$ cat src/rtl/multicycle_control_if.sv
// Control bundle between the multicycle controller (master) and the datapath (slave).
interface multicycle_control_if #(
  parameter int OPCODE_W = 8
);
  logic [OPCODE_W-1:0] opcode;
  logic                mem_ready;
  logic                pc_write;
  logic                pc_write_cond;
  logic                branch_ne;
  logic [1:0]          pc_src;
  logic                ir_write;
  logic                iord;
  logic                mem_read;
  logic                mem_write;
  logic [1:0]          reg_dst;
  logic [1:0]          wb_sel;
  logic                reg_write;
  logic                alu_src_a;
  logic [1:0]          alu_src_b;
  logic [1:0]          alu_op;
  logic                retire;
  logic                illegal;
  logic                fault;
  logic [3:0]          state;

  modport master (
    input  opcode, mem_ready,
    output pc_write, pc_write_cond, branch_ne, pc_src, ir_write, iord,
           mem_read, mem_write, reg_dst, wb_sel, reg_write, alu_src_a,
           alu_src_b, alu_op, retire, illegal, fault, state
  );

  modport slave (
    output opcode, mem_ready,
    input  pc_write, pc_write_cond, branch_ne, pc_src, ir_write, iord,
           mem_read, mem_write, reg_dst, wb_sel, reg_write, alu_src_a,
           alu_src_b, alu_op, retire, illegal, fault, state
  );
endinterface

$ cat src/rtl/multicycle_control.sv
// Moore-style multicycle main controller with memory-ready timeout and illegal-opcode detection.
// Optional feature macro: CTRL_ILLEGAL_TRAP_EN (illegal opcode parks the FSM in TRAP until reset).
module multicycle_control #(
  parameter int                  OPCODE_W = 8,
  parameter logic [OPCODE_W-1:0] OP_BASE  = 8'h29,
  parameter int                  TIMEOUT  = 15
) (
  input logic                  clk,
  input logic                  reset,
  multicycle_control_if.master bus
);

  // Opcodes are contiguous from OP_BASE and wrap within the opcode width.
  localparam logic [OPCODE_W-1:0] OP_RTYPE  = OP_BASE;
  localparam logic [OPCODE_W-1:0] OP_LW     = OP_BASE + OPCODE_W'(1);
  localparam logic [OPCODE_W-1:0] OP_SW     = OP_BASE + OPCODE_W'(2);
  localparam logic [OPCODE_W-1:0] OP_BEQ    = OP_BASE + OPCODE_W'(3);
  localparam logic [OPCODE_W-1:0] OP_BNE    = OP_BASE + OPCODE_W'(4);
  localparam logic [OPCODE_W-1:0] OP_ADDI   = OP_BASE + OPCODE_W'(5);
  localparam logic [OPCODE_W-1:0] OP_J      = OP_BASE + OPCODE_W'(6);
  localparam logic [OPCODE_W-1:0] OP_JALFOR = OP_BASE + OPCODE_W'(7);

  localparam int                CNT_W       = $clog2(TIMEOUT + 1);
  localparam logic [CNT_W-1:0]  TIMEOUT_CNT = CNT_W'(TIMEOUT);
  localparam logic [CNT_W-1:0]  CNT_ONE     = CNT_W'(1);

  localparam logic [3:0] S_IDLE   = 4'h0;
  localparam logic [3:0] S_FETCH  = 4'h1;
  localparam logic [3:0] S_DECODE = 4'h2;
  localparam logic [3:0] S_MEMADR = 4'h3;
  localparam logic [3:0] S_MEMRD  = 4'h4;
  localparam logic [3:0] S_MEMWB  = 4'h5;
  localparam logic [3:0] S_MEMWR  = 4'h6;
  localparam logic [3:0] S_EXEC   = 4'h7;
  localparam logic [3:0] S_ALUWB  = 4'h8;
  localparam logic [3:0] S_BRANCH = 4'h9;
  localparam logic [3:0] S_ADDIEX = 4'hA;
  localparam logic [3:0] S_ADDIWB = 4'hB;
  localparam logic [3:0] S_JUMP   = 4'hC;
  localparam logic [3:0] S_JALFOR = 4'hD;
`ifdef CTRL_ILLEGAL_TRAP_EN
  localparam logic [3:0] S_TRAP   = 4'hF;
`endif

  logic [3:0]          state_q;
  logic [3:0]          state_d;
  logic [3:0]          dec_target;
  logic                dec_legal;
  logic [OPCODE_W-1:0] op_q;
  logic [CNT_W-1:0]    wait_cnt;
  logic                fault_q;
  logic                waiting;
  logic                timeout;

  assign waiting = (state_q == S_FETCH) || (state_q == S_MEMRD) || (state_q == S_MEMWR);
  assign timeout = waiting && !bus.mem_ready && (wait_cnt == TIMEOUT_CNT);

  // The live opcode is decoded in DECODE; op_q only becomes valid one edge later.
  always_comb begin
    dec_target = S_FETCH;
    dec_legal  = 1'b1;
    case (bus.opcode)
      OP_RTYPE:      dec_target = S_EXEC;
      OP_LW, OP_SW:  dec_target = S_MEMADR;
      OP_BEQ, OP_BNE: dec_target = S_BRANCH;
      OP_ADDI:       dec_target = S_ADDIEX;
      OP_J:          dec_target = S_JUMP;
      OP_JALFOR:     dec_target = S_JALFOR;
      default: begin
        dec_legal = 1'b0;
`ifdef CTRL_ILLEGAL_TRAP_EN
        dec_target = S_TRAP;
`else
        dec_target = S_FETCH;
`endif
      end
    endcase
  end

  always_comb begin
    state_d = state_q;
    case (state_q)
      S_IDLE:   state_d = S_FETCH;
      S_FETCH:  if (bus.mem_ready) state_d = S_DECODE;
      S_DECODE: state_d = dec_target;
      S_MEMADR: state_d = (op_q == OP_LW) ? S_MEMRD : S_MEMWR;
      S_MEMRD: begin
        if (bus.mem_ready)  state_d = S_MEMWB;
        else if (timeout)   state_d = S_FETCH;
      end
      S_MEMWR:  if (bus.mem_ready || timeout) state_d = S_FETCH;
      S_EXEC:   state_d = S_ALUWB;
      S_ADDIEX: state_d = S_ADDIWB;
      S_MEMWB, S_ALUWB, S_BRANCH, S_ADDIWB, S_JUMP, S_JALFOR:
                state_d = S_FETCH;
`ifdef CTRL_ILLEGAL_TRAP_EN
      S_TRAP:   state_d = S_TRAP;
`endif
      default:  state_d = S_IDLE;
    endcase
  end

  // wait_cnt only survives a cycle that stays in a memory wait without completing.
  always_ff @(posedge clk or posedge reset) begin
    if (reset) begin
      state_q  <= S_IDLE;
      op_q     <= '0;
      wait_cnt <= '0;
      fault_q  <= 1'b0;
    end else begin
      state_q <= state_d;
      if (state_q == S_DECODE) op_q <= bus.opcode;
      if (waiting && !bus.mem_ready && !timeout) wait_cnt <= wait_cnt + CNT_ONE;
      else                                      wait_cnt <= '0;
      if (timeout) fault_q <= 1'b1;
    end
  end

  // Completion strobes in FETCH/MEMWR are qualified by mem_ready so a stall never double-commits.
  always_comb begin
    bus.pc_write      = 1'b0;
    bus.pc_write_cond = 1'b0;
    bus.branch_ne     = 1'b0;
    bus.pc_src        = 2'b00;
    bus.ir_write      = 1'b0;
    bus.iord          = 1'b0;
    bus.mem_read      = 1'b0;
    bus.mem_write     = 1'b0;
    bus.reg_dst       = 2'b00;
    bus.wb_sel        = 2'b00;
    bus.reg_write     = 1'b0;
    bus.alu_src_a     = 1'b0;
    bus.alu_src_b     = 2'b00;
    bus.alu_op        = 2'b00;
    bus.retire        = 1'b0;
    bus.illegal       = 1'b0;
    case (state_q)
      S_FETCH: begin
        bus.mem_read  = 1'b1;
        bus.alu_src_b = 2'b01;
        bus.ir_write  = bus.mem_ready;
        bus.pc_write  = bus.mem_ready;
      end
      S_DECODE: begin
        bus.alu_src_b = 2'b11;
        bus.illegal   = !dec_legal;
      end
      S_MEMADR: begin
        bus.alu_src_a = 1'b1;
        bus.alu_src_b = 2'b10;
      end
      S_MEMRD: begin
        bus.iord     = 1'b1;
        bus.mem_read = 1'b1;
      end
      S_MEMWB: begin
        bus.reg_write = 1'b1;
        bus.wb_sel    = 2'b01;
        bus.retire    = 1'b1;
      end
      S_MEMWR: begin
        bus.iord      = 1'b1;
        bus.mem_write = 1'b1;
        bus.retire    = bus.mem_ready;
      end
      S_EXEC: begin
        bus.alu_src_a = 1'b1;
        bus.alu_op    = 2'b10;
      end
      S_ALUWB: begin
        bus.reg_write = 1'b1;
        bus.reg_dst   = 2'b01;
        bus.retire    = 1'b1;
      end
      S_BRANCH: begin
        bus.alu_src_a     = 1'b1;
        bus.alu_op        = 2'b01;
        bus.pc_write_cond = 1'b1;
        bus.pc_src        = 2'b01;
        bus.branch_ne     = (op_q == OP_BNE);
        bus.retire        = 1'b1;
      end
      S_ADDIEX: begin
        bus.alu_src_a = 1'b1;
        bus.alu_src_b = 2'b10;
      end
      S_ADDIWB: begin
        bus.reg_write = 1'b1;
        bus.retire    = 1'b1;
      end
      S_JUMP: begin
        bus.pc_write = 1'b1;
        bus.pc_src   = 2'b10;
        bus.retire   = 1'b1;
      end
      S_JALFOR: begin
        bus.pc_write  = 1'b1;
        bus.pc_src    = 2'b10;
        bus.reg_write = 1'b1;
        bus.reg_dst   = 2'b10;
        bus.wb_sel    = 2'b10;
        bus.retire    = 1'b1;
      end
      default: ;
    endcase
  end

  assign bus.fault = fault_q;
  assign bus.state = state_q;

endmodule

$ cat src/flat_wrapper.sv
// flat-port wrapper written by rule: the top's interface ports become plain ports
module multicycle_control_flat 
#(
  parameter int                  OPCODE_W = 8,
  parameter logic [OPCODE_W-1:0] OP_BASE  = 8'h29,
  parameter int                  TIMEOUT  = 15
)
  (clk, reset, bus_opcode, bus_mem_ready, bus_pc_write, bus_pc_write_cond, bus_branch_ne, bus_pc_src, bus_ir_write, bus_iord, bus_mem_read, bus_mem_write, bus_reg_dst, bus_wb_sel, bus_reg_write, bus_alu_src_a, bus_alu_src_b, bus_alu_op, bus_retire, bus_illegal, bus_fault, bus_state);
  multicycle_control_if #(.OPCODE_W(OPCODE_W)) bus_i ();
  input logic clk;
  input logic reset;
  input wire logic [$bits(bus_i.opcode)-1:0] bus_opcode;
  input wire logic [$bits(bus_i.mem_ready)-1:0] bus_mem_ready;
  output wire logic [$bits(bus_i.pc_write)-1:0] bus_pc_write;
  output wire logic [$bits(bus_i.pc_write_cond)-1:0] bus_pc_write_cond;
  output wire logic [$bits(bus_i.branch_ne)-1:0] bus_branch_ne;
  output wire logic [$bits(bus_i.pc_src)-1:0] bus_pc_src;
  output wire logic [$bits(bus_i.ir_write)-1:0] bus_ir_write;
  output wire logic [$bits(bus_i.iord)-1:0] bus_iord;
  output wire logic [$bits(bus_i.mem_read)-1:0] bus_mem_read;
  output wire logic [$bits(bus_i.mem_write)-1:0] bus_mem_write;
  output wire logic [$bits(bus_i.reg_dst)-1:0] bus_reg_dst;
  output wire logic [$bits(bus_i.wb_sel)-1:0] bus_wb_sel;
  output wire logic [$bits(bus_i.reg_write)-1:0] bus_reg_write;
  output wire logic [$bits(bus_i.alu_src_a)-1:0] bus_alu_src_a;
  output wire logic [$bits(bus_i.alu_src_b)-1:0] bus_alu_src_b;
  output wire logic [$bits(bus_i.alu_op)-1:0] bus_alu_op;
  output wire logic [$bits(bus_i.retire)-1:0] bus_retire;
  output wire logic [$bits(bus_i.illegal)-1:0] bus_illegal;
  output wire logic [$bits(bus_i.fault)-1:0] bus_fault;
  output wire logic [$bits(bus_i.state)-1:0] bus_state;
  assign bus_i.opcode = bus_opcode;
  assign bus_i.mem_ready = bus_mem_ready;
  assign bus_pc_write = bus_i.pc_write;
  assign bus_pc_write_cond = bus_i.pc_write_cond;
  assign bus_branch_ne = bus_i.branch_ne;
  assign bus_pc_src = bus_i.pc_src;
  assign bus_ir_write = bus_i.ir_write;
  assign bus_iord = bus_i.iord;
  assign bus_mem_read = bus_i.mem_read;
  assign bus_mem_write = bus_i.mem_write;
  assign bus_reg_dst = bus_i.reg_dst;
  assign bus_wb_sel = bus_i.wb_sel;
  assign bus_reg_write = bus_i.reg_write;
  assign bus_alu_src_a = bus_i.alu_src_a;
  assign bus_alu_src_b = bus_i.alu_src_b;
  assign bus_alu_op = bus_i.alu_op;
  assign bus_retire = bus_i.retire;
  assign bus_illegal = bus_i.illegal;
  assign bus_fault = bus_i.fault;
  assign bus_state = bus_i.state;
  multicycle_control #(.OPCODE_W(OPCODE_W), .OP_BASE(OP_BASE), .TIMEOUT(TIMEOUT)) u_core (.clk(clk), .reset(reset), .bus(bus_i));
endmodule
$ cat config.mk
export PLATFORM = sky130hd
export DESIGN_NAME = multicycle_control_flat
export DESIGN_NICKNAME = d
export VERILOG_FILES = /design/src/rtl/multicycle_control_if.sv /design/src/rtl/multicycle_control.sv /design/src/flat_wrapper.sv
export SDC_FILE = /design/constraint.sdc
export NUM_CORES = 1
export LEC_CHECK = 0
export CORE_ASPECT_RATIO = 1.4
export CORE_MARGIN = 2
export CORE_UTILIZATION = 40
export CTS_BUF_LIST = sky130_fd_sc_hd__clkbuf_8 sky130_fd_sc_hd__clkbuf_16
export DETAILED_ROUTE_END_ITERATION = 7
export MAX_ROUTING_LAYER = met4
export PLACE_DENSITY = 0.83
export SYNTH_ARGS = -nofsm -noshare
export SYNTH_HDL_FRONTEND = slang
export SYNTH_SLANG_ARGS = --single-unit
$ cat constraint.sdc
create_clock -name clk -period 1.31 [get_ports clk]
set_input_delay 0.262 -clock clk [delete_from_list [all_inputs] [get_ports clk]]
set_output_delay 0.262 -clock clk [all_outputs]
set_load 0.01 [all_outputs]
### After elaboration in Yosys (flattened, before gate mapping)

Cells that the tools add are included.

| storage, ports and cells | value |
|---|---|
| bits in registers | 17 |
| input port bits | 11 |
| output and inout port bits | 26 |

| cells by class | value |
|---|---|
| add/subtract/negate cells | 1 |
| equality and inequality tests | 27 |
| mux-type cells | 25 |
| reduce and logical (&&, ||, !) cells | 22 |

Operators by type and width:

| cell | number |
|---|---|
| 8-bit by 6-bit equality test with 1-bit output, second input constant | 10 |
| 4-bit case mux with 8 select lines | 1 |
| 4-bit equality test, second input constant | 7 |
| 4-bit case mux with 6 select lines | 1 |
| 4-bit two-way mux | 5 |
| 4-bit by 3-bit equality test with 1-bit output, second input constant | 4 |
| 2-bit case mux with 2 select lines | 4 |
| 2-bit OR reduction | 6 |
| 1-bit two-way mux | 10 |
| 4-bit by 2-bit equality test with 1-bit output, second input constant | 2 |
| 4-bit OR reduction | 2 |
| 8-bit OR reduction | 1 |
| 7-bit OR reduction | 1 |
| 2-bit case mux with 3 select lines | 1 |
| 6-bit OR reduction | 1 |
| 4-bit by 1-bit adder with 4-bit output, second input constant | 1 |
| 4-bit by 1-bit equality test with 1-bit output, second input constant | 1 |
| 4-bit logical NOT | 1 |
| 2-bit != test, second input constant | 2 |
| 1-bit case mux with 2 select lines | 2 |
| 1-bit logical AND | 3 |
| 1-bit logical NOT | 3 |
| 1-bit logical OR | 3 |
| 3-bit by 2-bit != test with 1-bit output, second input constant | 1 |
| other kinds (2) | 2 |

### Depth between registers and ports, before layout

Gate-level depths: netlist (run 1).

| logic depth | value |
|---|---|
| depth after elaboration | 8 |
| depth in mapped cells | 5 |

### Least setup slack after synthesis (run 1)

OpenSTA, ideal clock, no wires.

| timing path | value |
|---|---|
| kind | reg-to-output |
| start point | register u_core.state_q[2] (netlist: u_core.bus.state[2]) |
| end point | output bus_branch_ne |
| data arrival time | 1.257 ns |
| slack | -0.209 ns |
| stages on the path, launching flop included | 4 |
| buffers on the path | 1 |
| cells stage by stage | dfrtp_1 > buf_2 > nand2b_1 > nor4_1 |

| on the way | value |
|---|---|
| word-level cells in the longest chain between the ends | 2 |

Ends and longest elaborated chain:

| what | line | text |
|---|---|---|
| start: declaration | multicycle_control.sv:45 | `logic [3:0] state_q;` |
| start signal: assignment | multicycle_control.sv:111 | `state_q <= state_d;` |
| 4-bit equality test | multicycle_control.sv:137 | `case (state_q)` |
| 1-bit two-way mux | multicycle_control.sv:137 |  |
| end: declaration | flat_wrapper.sv:16 | `output wire logic [$bits(bus_i.branch_ne)-1:0] bus_branch_ne;` |

No other way between the ends.

### Final worst setup path (run 1)

| timing path | value |
|---|---|
| start point | register u_core.state_q[0] (netlist: u_core.bus.state[0]) |
| end point | output bus_alu_src_b[0] |

| on the way | value |
|---|---|
| word-level cells in the longest chain between the ends | 3 |

Ends and longest elaborated chain:

| what | line | text |
|---|---|---|
| 4-bit by 2-bit equality test with 1-bit output or 4-bit equality test (tied branches) | multicycle_control.sv:137 |  |
| 2-bit OR reduction (no line) | -- |  |
| 2-bit case mux with 3 select lines * | multicycle_control.sv:137 |  |
| end: declaration | flat_wrapper.sv:26 | `output wire logic [$bits(bus_i.alu_src_b)-1:0] bus_alu_src_b;` |

Every way passes the cells marked *; elsewhere a longest branch is shown, timed or not.

==> qor.yml, run 1 <==
critical-path-slowest-cell: "dfrtp_2"
slew-limit-headroom_pct: 78.77
core_area_um2: 2643
violations: "setup timing"
globalplace.congestion: 0.8586
timing.rr.start: "u_core.bus.state[0]$_DFFE_PP0P_"
max_stage_delay_ps: 450
antenna_found_initial: 0
skew_ps: 4.222
timing.setup.critical_path_class: "flop to output pin"
clk_pin_slew_worst_paths_ps: 60
fp.dieW_um: 48.67
avgRoutedWirePerCell_um: 20.37
final_nets: 235
fillers: 125
dpl.hpwl_mm: 2.705
crit_start: "u_core.bus.state[0]$_DFFE_PP0P_"
rsz0062_at_grt: "yes"
pwr-share-seq_pct: 19.1
power.leakage_nw: 1.091
ys_types: 45
synthArstFlopShare_pct: 100.0
hold_viol: 0
drive_above_1_share_pct: 66.22
num_vias: 1456
hold_path.class: "primary input to async pin"
ctsHoldBuffers: 0
area_delta_synth_final_pct: 106.7
initial_core_util_pct: 42.28
synth_nets: 138
finalCritPeriodShare_pct: 135.3
viasPerCell: 5.643
maxSlewViolCount: 0
grt_pass1_vias: 1522
clock_latency_ps: 240
io_buffers: 36
setup_viol: 37
cap_violations: 0
irDropWorstVdd_mv: 1.533
setup_slack_ps: -462.3
grt_pass1_wl_mm: 6.969
yosys_warnings: 0
grt-ovfl-total: 0
crit_fanout: 5
power_switching_mw: 1.874
pin_count: 37
path_buf_inv: 2
route.detailed.drc: 0
status: "finished, violations left"
syn_inst: 126
internal-power_mw: 2.867
cts_tree: "yes"
tightest_slew_ps: 315.1
num_rows: 22
ant_nets: 0
start_kind: "flop"
syn_area_per_cell_um2: 8.868
antenna_cells: 0
grt_max_degree: 18
critPathTopFamily: "simple AND/OR/NAND/NOR gates"
clkPwrFrac_pct: 7.7
die_y_um: 66.54
pre_cts_ws_ps: -1040
ys_ff_latch: 17
min_period_ps: 1772
total_power_mw: 4.741
comb_power_share_pct: 73.2
die_area_um2: 3238
fmax_ghz: 0.5643
max-clock-path-buffers: 2
critPathArrivalTime_ps: 1510
fin_tns_setup_ps: -9484
switching_share_pct: 39.52
cp_cell_sequence: "buf_6 > nand2b_4 > and2_4 > nor3_2 > buf_2"
drt_iter0_markers: 67
wl_mm: 5.255
synthFlopType: "dfrtp_1"
cts-htree-levels: 1
synth_edf_count: 0
critPathCaptureType: "output pin"
synth_area_um2: 1117
p_per_area_nw_per_um2: 2052
first_pass_iters: 4
numCtsBuffers: 3
cp.required_ps: 1050
grtUsageTotal_pct: 29.05
root_buffer: "clkbuf_8"
ys_seq_area_share_pct: 38.07
clock_sinks: 17
[layout by cell type (no fill, tap or decap), types with 2 or more instances in the layout]
| cell | Yosys | layout |
|---|---|---|
| o22ai_2 | 1 | 2 |
| clkbuf_8 | 0 | 3 |
| a211oi_2 | 0 | 2 |
| buf_2 | 4 | 15 |
| nand2b_4 | 1 | 5 |
| dfrtp_2 | 0 | 3 |
| clkdlybuf4s50_1 | 0 | 2 |
| and2_4 | 0 | 2 |
| o21ai_2 | 0 | 2 |
| buf_6 | 0 | 32 |
| clkdlybuf4s15_1 | 0 | 3 |
| nor2b_1 | 3 | 2 |
| inv_1 | 4 | 4 |
| o21ai_0 | 8 | 4 |
| dlygate4sd2_1 | 0 | 6 |
| nand2_1 | 9 | 4 |
| a22o_1 | 2 | 2 |
| nor3_4 | 1 | 3 |
| a21oi_1 | 5 | 4 |
| nor2_2 | 0 | 4 |
| mux2_4 | 0 | 8 |
| nor2_4 | 0 | 4 |
| nand2_2 | 0 | 4 |
| nand3_1 | 4 | 3 |
| o21ai_1 | 1 | 2 |
| nand2b_1 | 9 | 5 |
| buf_4 | 2 | 40 |
| dfrtp_1 | 17 | 14 |
| nor2_1 | 14 | 6 |
[final cells by class]
type | count | area (um2) | area share, %
inverter | 4 | 17.52 | 0.7584
sequential | 17 | 429.2 | 18.58
clock buffer | 3 | 41.29 | 1.788
tap | 36 | 45.04 | 1.950
clock inverter | 1 | 3.754 | 0.1625
multi-input combinational | 97 | 899.6 | 38.95
timing repair buffer | 100 | 873.3 | 37.81
[per-layer routing]
layer / GRT usage (%) / vias to the layer above / wire length [um]
met1: 26.99 / 716 / 1923
met5: - / - / 0
li1: - / 642 / -
met4: 15.00 / 0 / 214
met2: 58.05 / 78 / 2901
met3: 3.139 / 20 / 216
[path summary, 6_finish.rpt]
kind	slack [ps]	depth (start not counted)	to
worst max-delay path	-460	5	bus_alu_src_b[0]
worst min-delay path	340	3	u_core.wait_cnt[1]$_DFF_PP0_
worst max register to register	-280	6	u_core.op_q[3]$_DFFE_PP0P_
worst min register to register	480	1	u_core.bus.fault$_DFFE_PP0P_
max in group asynchronous	780	3	u_core.bus.state[3]$_DFFE_PP0P_
min in group clk	430	2	u_core.op_q[5]$_DFFE_PP0P_
[through the flow]
stage	util, %	hold WS, ps	area [um2]	std cells
global placement	69.65	460.7	1841	230
detailed placement	69.65	470.3	1841	230
CTS	81.16	333.4	2145	252
global route	87.41	363.5	2310	258
floorplan	-	188.0	1187	126
finish	87.41	336.3	2310	258
[sequential cells by signal (all words and copies together), names as in the netlist]
signal and cells:
u_core.wait_cnt 4, u_core.bus.state 4, u_core.op_q 8, u_core.bus.fault 1
[tightest hold or removal path, stage by stage]
cell	delay (ps)
clkdlybuf4s50_1	400
inv_1	50
buf_4	230
[power groups by stage]
stage	sequential (mW)	combinational [mW]	clock [mW]
floorplan	0.863	1.12	0
global placement	0.880	2.09	0
detailed placement	0.894	2.17	0
CTS	0.873	2.87	0.367
global route	0.920	3.61	0.395
finish	0.907	3.47	0.363
[cells in the mapped netlist, types with 2 or more instances]
master / instances / area (um2)
a22o_1: 2 / 17.52
dfrtp_1: 17 / 425.4
nor2b_1: 3 / 18.77
nand2b_1: 9 / 56.30
nor2_1: 14 / 52.55
a211oi_1: 2 / 15.01
o21ai_0: 8 / 40.04
buf_4: 2 / 15.01
buf_2: 4 / 20.02
nand2_1: 9 / 33.78
a21oi_1: 5 / 25.02
nor3_1: 4 / 20.02
mux2_2: 8 / 90.09
and2_1: 2 / 12.51
inv_1: 4 / 15.01
nand3_1: 4 / 20.02
[timing repair]
| item | 4_1_cts | 5_1_grt |
|---|---|---|
| cloned | 0 | 1 |
| setup endpoints to repair | 42 | 42 |
| pin swaps | 25 | 11 |
| resized for setup | 165 | 41 |
| buffers inserted | 21 | 6 |
[kinds of logic (layout without fill, tap and decap cells)]
logic type / after synthesis / in the layout / synth area share (%)
AND/OR/NAND/NOR: 56 / 56 / 27.55
AO/OA/AOI/OAI: 29 / 29 / 17.58
flip-flops: 17 / 17 / 38.07
buffers and inverters: 12 / 108 / 5.150
multiplexers: 9 / 9 / 8.959
XOR/XNOR: 2 / 2 / 1.568
adder cells (fa/ha/maj): 1 / 1 / 1.120
No activity file was read; power rests on OpenSTA's default activity.
==> run 2, diff against run 1 <==
--- a/config.mk
+++ b/config.mk
@@ -7,11 +7,12 @@
 export LEC_CHECK = 0
 export CORE_ASPECT_RATIO = 1.4
 export CORE_MARGIN = 2
-export CORE_UTILIZATION = 40
+export CORE_UTILIZATION = 41
 export CTS_BUF_LIST = sky130_fd_sc_hd__clkbuf_8 sky130_fd_sc_hd__clkbuf_16
 export DETAILED_ROUTE_END_ITERATION = 7
+export GPL_TIMING_DRIVEN = 0
 export MAX_ROUTING_LAYER = met4
-export PLACE_DENSITY = 0.83
+export PLACE_DENSITY = 0.85
 export SYNTH_ARGS = -nofsm -noshare
 export SYNTH_HDL_FRONTEND = slang
 export SYNTH_SLANG_ARGS = --single-unit
==> qor.yml, run 2 (synthesized netlist as in run 1, its figures left out) <==
ant_nets: 0  # unchanged
pin_count: 37  # unchanged
drt_iter0_markers: 119  # +78%
final_util_pct: 89.04  # +1.6 points
initial_core_util_pct: 42.73  # +0.45 points
first_pass_iters: 4  # unchanged
wl_mm: 5.200  # -1.0%
p_per_area_nw_per_um2: 2059  # +0.31%
fmax_ghz: 0.5657  # +0.26%
num_rows: 22  # unchanged
num_vias: 1427  # -2.0%
irDropWorstVdd_mv: 1.410  # -8.0%
fin_hold_ws_ps: 285.3  # -51.00 ps
setup_slack_ps: -457.6  # +4.615 ps
grtUsageMet2_pct: 46.67  # -11 points
grt_pass1_vias: 1413  # -7.2%
total_power_mw: 4.794  # +1.1%
io_buffers: 36  # unchanged
tightest_slew_ps: 666.4  # +351.3 ps
root_buffer: "clkbuf_8"
finalCritPeriodShare_pct: 134.9  # -0.35 points
max-clock-path-buffers: 2  # unchanged
start_kind: "flop"
min_period_ps: 1768  # -4.615 ps
use_met1_pct: 33.10  # +6.1 points
largest_reg_flops: 8  # unchanged
antenna_cells: 0  # unchanged
final_nets: 221  # -6.0%
clk_pin_slew_worst_paths_ps: 70  # about the same
timing.setup.critical_path_class: "flop to output pin"
hold_path.class: "primary input to flop"
violations: "setup timing"
numCtsBuffers: 3  # unchanged
maxSlewViolCount: 0  # unchanged
design_area_um2: 2328  # +0.81%
grtUsageMet3_pct: 4.396  # +1.3 points
critPathCaptureType: "output pin"
core_area_um2: 2615  # -1.0%
route.detailed.drc: 0  # unchanged
status: "finished, violations left"
final_cell_mix: "buf_6 (37), buf_4 (18), buf_2 (15), dfrtp_1 (15), nand2b_4 (8)"
grtUsageTotal_pct: 29.27  # +0.23 points
die_area_um2: 3165  # -2.3%
skew_ps: 2.460  # -1.762 ps
hold_viol: 0  # unchanged
grt.busiest_layer: "met2"
dpl.hpwl_mm: 2.208  # -18%
area_delta_synth_final_pct: 108.4
grt_pass1_wl_mm: 6.506  # -6.6%
drive_above_1_share_pct: 68.75  # +2.5 points
final_common_cell: "buf_6"
cp.required_ps: 1050  # about the same
cts-htree-levels: 1  # unchanged
slew-limit-headroom_pct: 55.52  # -23 points
die_y_um: 65.77  # -1.2%
cap_violations: 0  # unchanged
dpl.cell_count: 198  # -14%
grt-ovfl-total: 0  # unchanged
final_cells: 244  # -5.4%
clock_latency_ps: 260  # +20 ps
avgRoutedWirePerCell_um: 21.31  # +4.6%
rsz0062_at_grt: "yes"
antenna_found_initial: 0  # unchanged
fp.dieW_um: 48.12  # -1.1%
setup_viol: 38  # +2.7%
viasPerCell: 5.848  # +3.6%
crit_fanout: 2  # -3
clock_sinks: 17  # unchanged
globalplace.congestion: 0.8797  # +2.5%
cts_tree: "yes"
critPathArrivalTime_ps: 1510  # about the same
top_register: "u_core.op_q"
power.leakage_nw: 1.101  # +0.90%
grt_max_degree: 18  # unchanged
dpl_cell_area_um2: 1593  # -13%
[run 2: cell count changes in the layout (fill, tap and decap cells not counted), sizes merged]
cell / before / now
buf: 89 / 72
dlymetal6s2s: 0 / 3
clkbuf: 3 / 5
clkdlybuf4s15: 3 / 2
clkdlybuf4s50: 2 / 1
clkinv: 0 / 1
inv: 5 / 4
[run 2: power breakdown]
group          internal, mW  switching [mW]  total (mW)
sequential            0.723           0.212       0.935
clock                 0.212           0.188       0.400
combinational          1.89            1.57        3.46
total                  2.82            1.97        4.79
[run 2: worst paths after layout]
path,startpoint,end,slack [ps],cells past startpoint
worst max-delay path,u_core.op_q[6]$_DFFE_PP0P_,bus_branch_ne,-460,4
worst min-delay path,bus_opcode[5],u_core.op_q[5]$_DFFE_PP0P_,290,2
worst max register to register,u_core.bus.state[0]$_DFFE_PP0P_,u_core.op_q[6]$_DFFE_PP0P_,-340,5
worst min register to register,u_core.bus.fault$_DFFE_PP0P_,u_core.bus.fault$_DFFE_PP0P_,490,1
max in group asynchronous,reset,u_core.bus.state[0]$_DFFE_PP0P_,450,2
min in group asynchronous,reset,u_core.wait_cnt[2]$_DFF_PP0_,400,2
[run 2: what timing repair did]
action | in CTS | in global routing
cloned | 1 | 0
hold buffers | 0 | 0
resized for setup | 178 | 49
pin swaps | 19 | 25
buffers inserted | 27 | 17
endpoints found under the setup margin | 43 | 39
[run 2: critical path: stages (launching register included)]
cell and delay [ps]:
dfrtp_1 400, nor4b_4 300, nand2_2 130, nor4_4 230, buf_2 180
[run 2: layer usage]
metal	part of all wire (%)	wire, um
met1	39	2006
met2	49	2551
met3	8.0	415
met4	4.4	227
met5	0	0
[run 2: stage by stage]
step	setup WS (ps)	TNS (ps)
2_1_floorplan	-92.46	-1218
3_3_place_gp	-1048	-13730
3_5_place_dp	-1092	-15000
4_1_cts	-414.2	-7004
5_1_grt	-541.8	-12300
6_report	-457.6	-10620
[run 2: area by class of cell]
| type | instances | area, um2 |
|---|---|---|
| Clock inverter | 1 | 5.005 |
| Fill cell | 97 | 286.5 |
| Inverter | 4 | 15.01 |
| Clock buffer | 3 | 41.29 |
| Multi-Input combinational cell | 97 | 987.2 |
| Buffer | 7 | 100.1 |
| Tap cell | 36 | 45.04 |
| Sequential cell | 17 | 427.9 |
| Timing Repair Buffer | 79 | 706.9 |
==> run 3, diff against run 2 <==
--- a/config.mk
+++ b/config.mk
@@ -5,6 +5,7 @@
 export SDC_FILE = /design/constraint.sdc
 export NUM_CORES = 1
 export LEC_CHECK = 0
+export ABC_CLOCK_PERIOD_IN_PS = 1310
 export CORE_ASPECT_RATIO = 1.4
 export CORE_MARGIN = 2
 export CORE_UTILIZATION = 41
@@ -13,6 +14,7 @@
 export GPL_TIMING_DRIVEN = 0
 export MAX_ROUTING_LAYER = met4
 export PLACE_DENSITY = 0.85
+export SLEW_MARGIN = 10
 export SYNTH_ARGS = -nofsm -noshare
 export SYNTH_HDL_FRONTEND = slang
 export SYNTH_SLANG_ARGS = --single-unit
==> results of run 3 <==
Same layout as run 2: the final DEF is identical, and so are final timing and power.
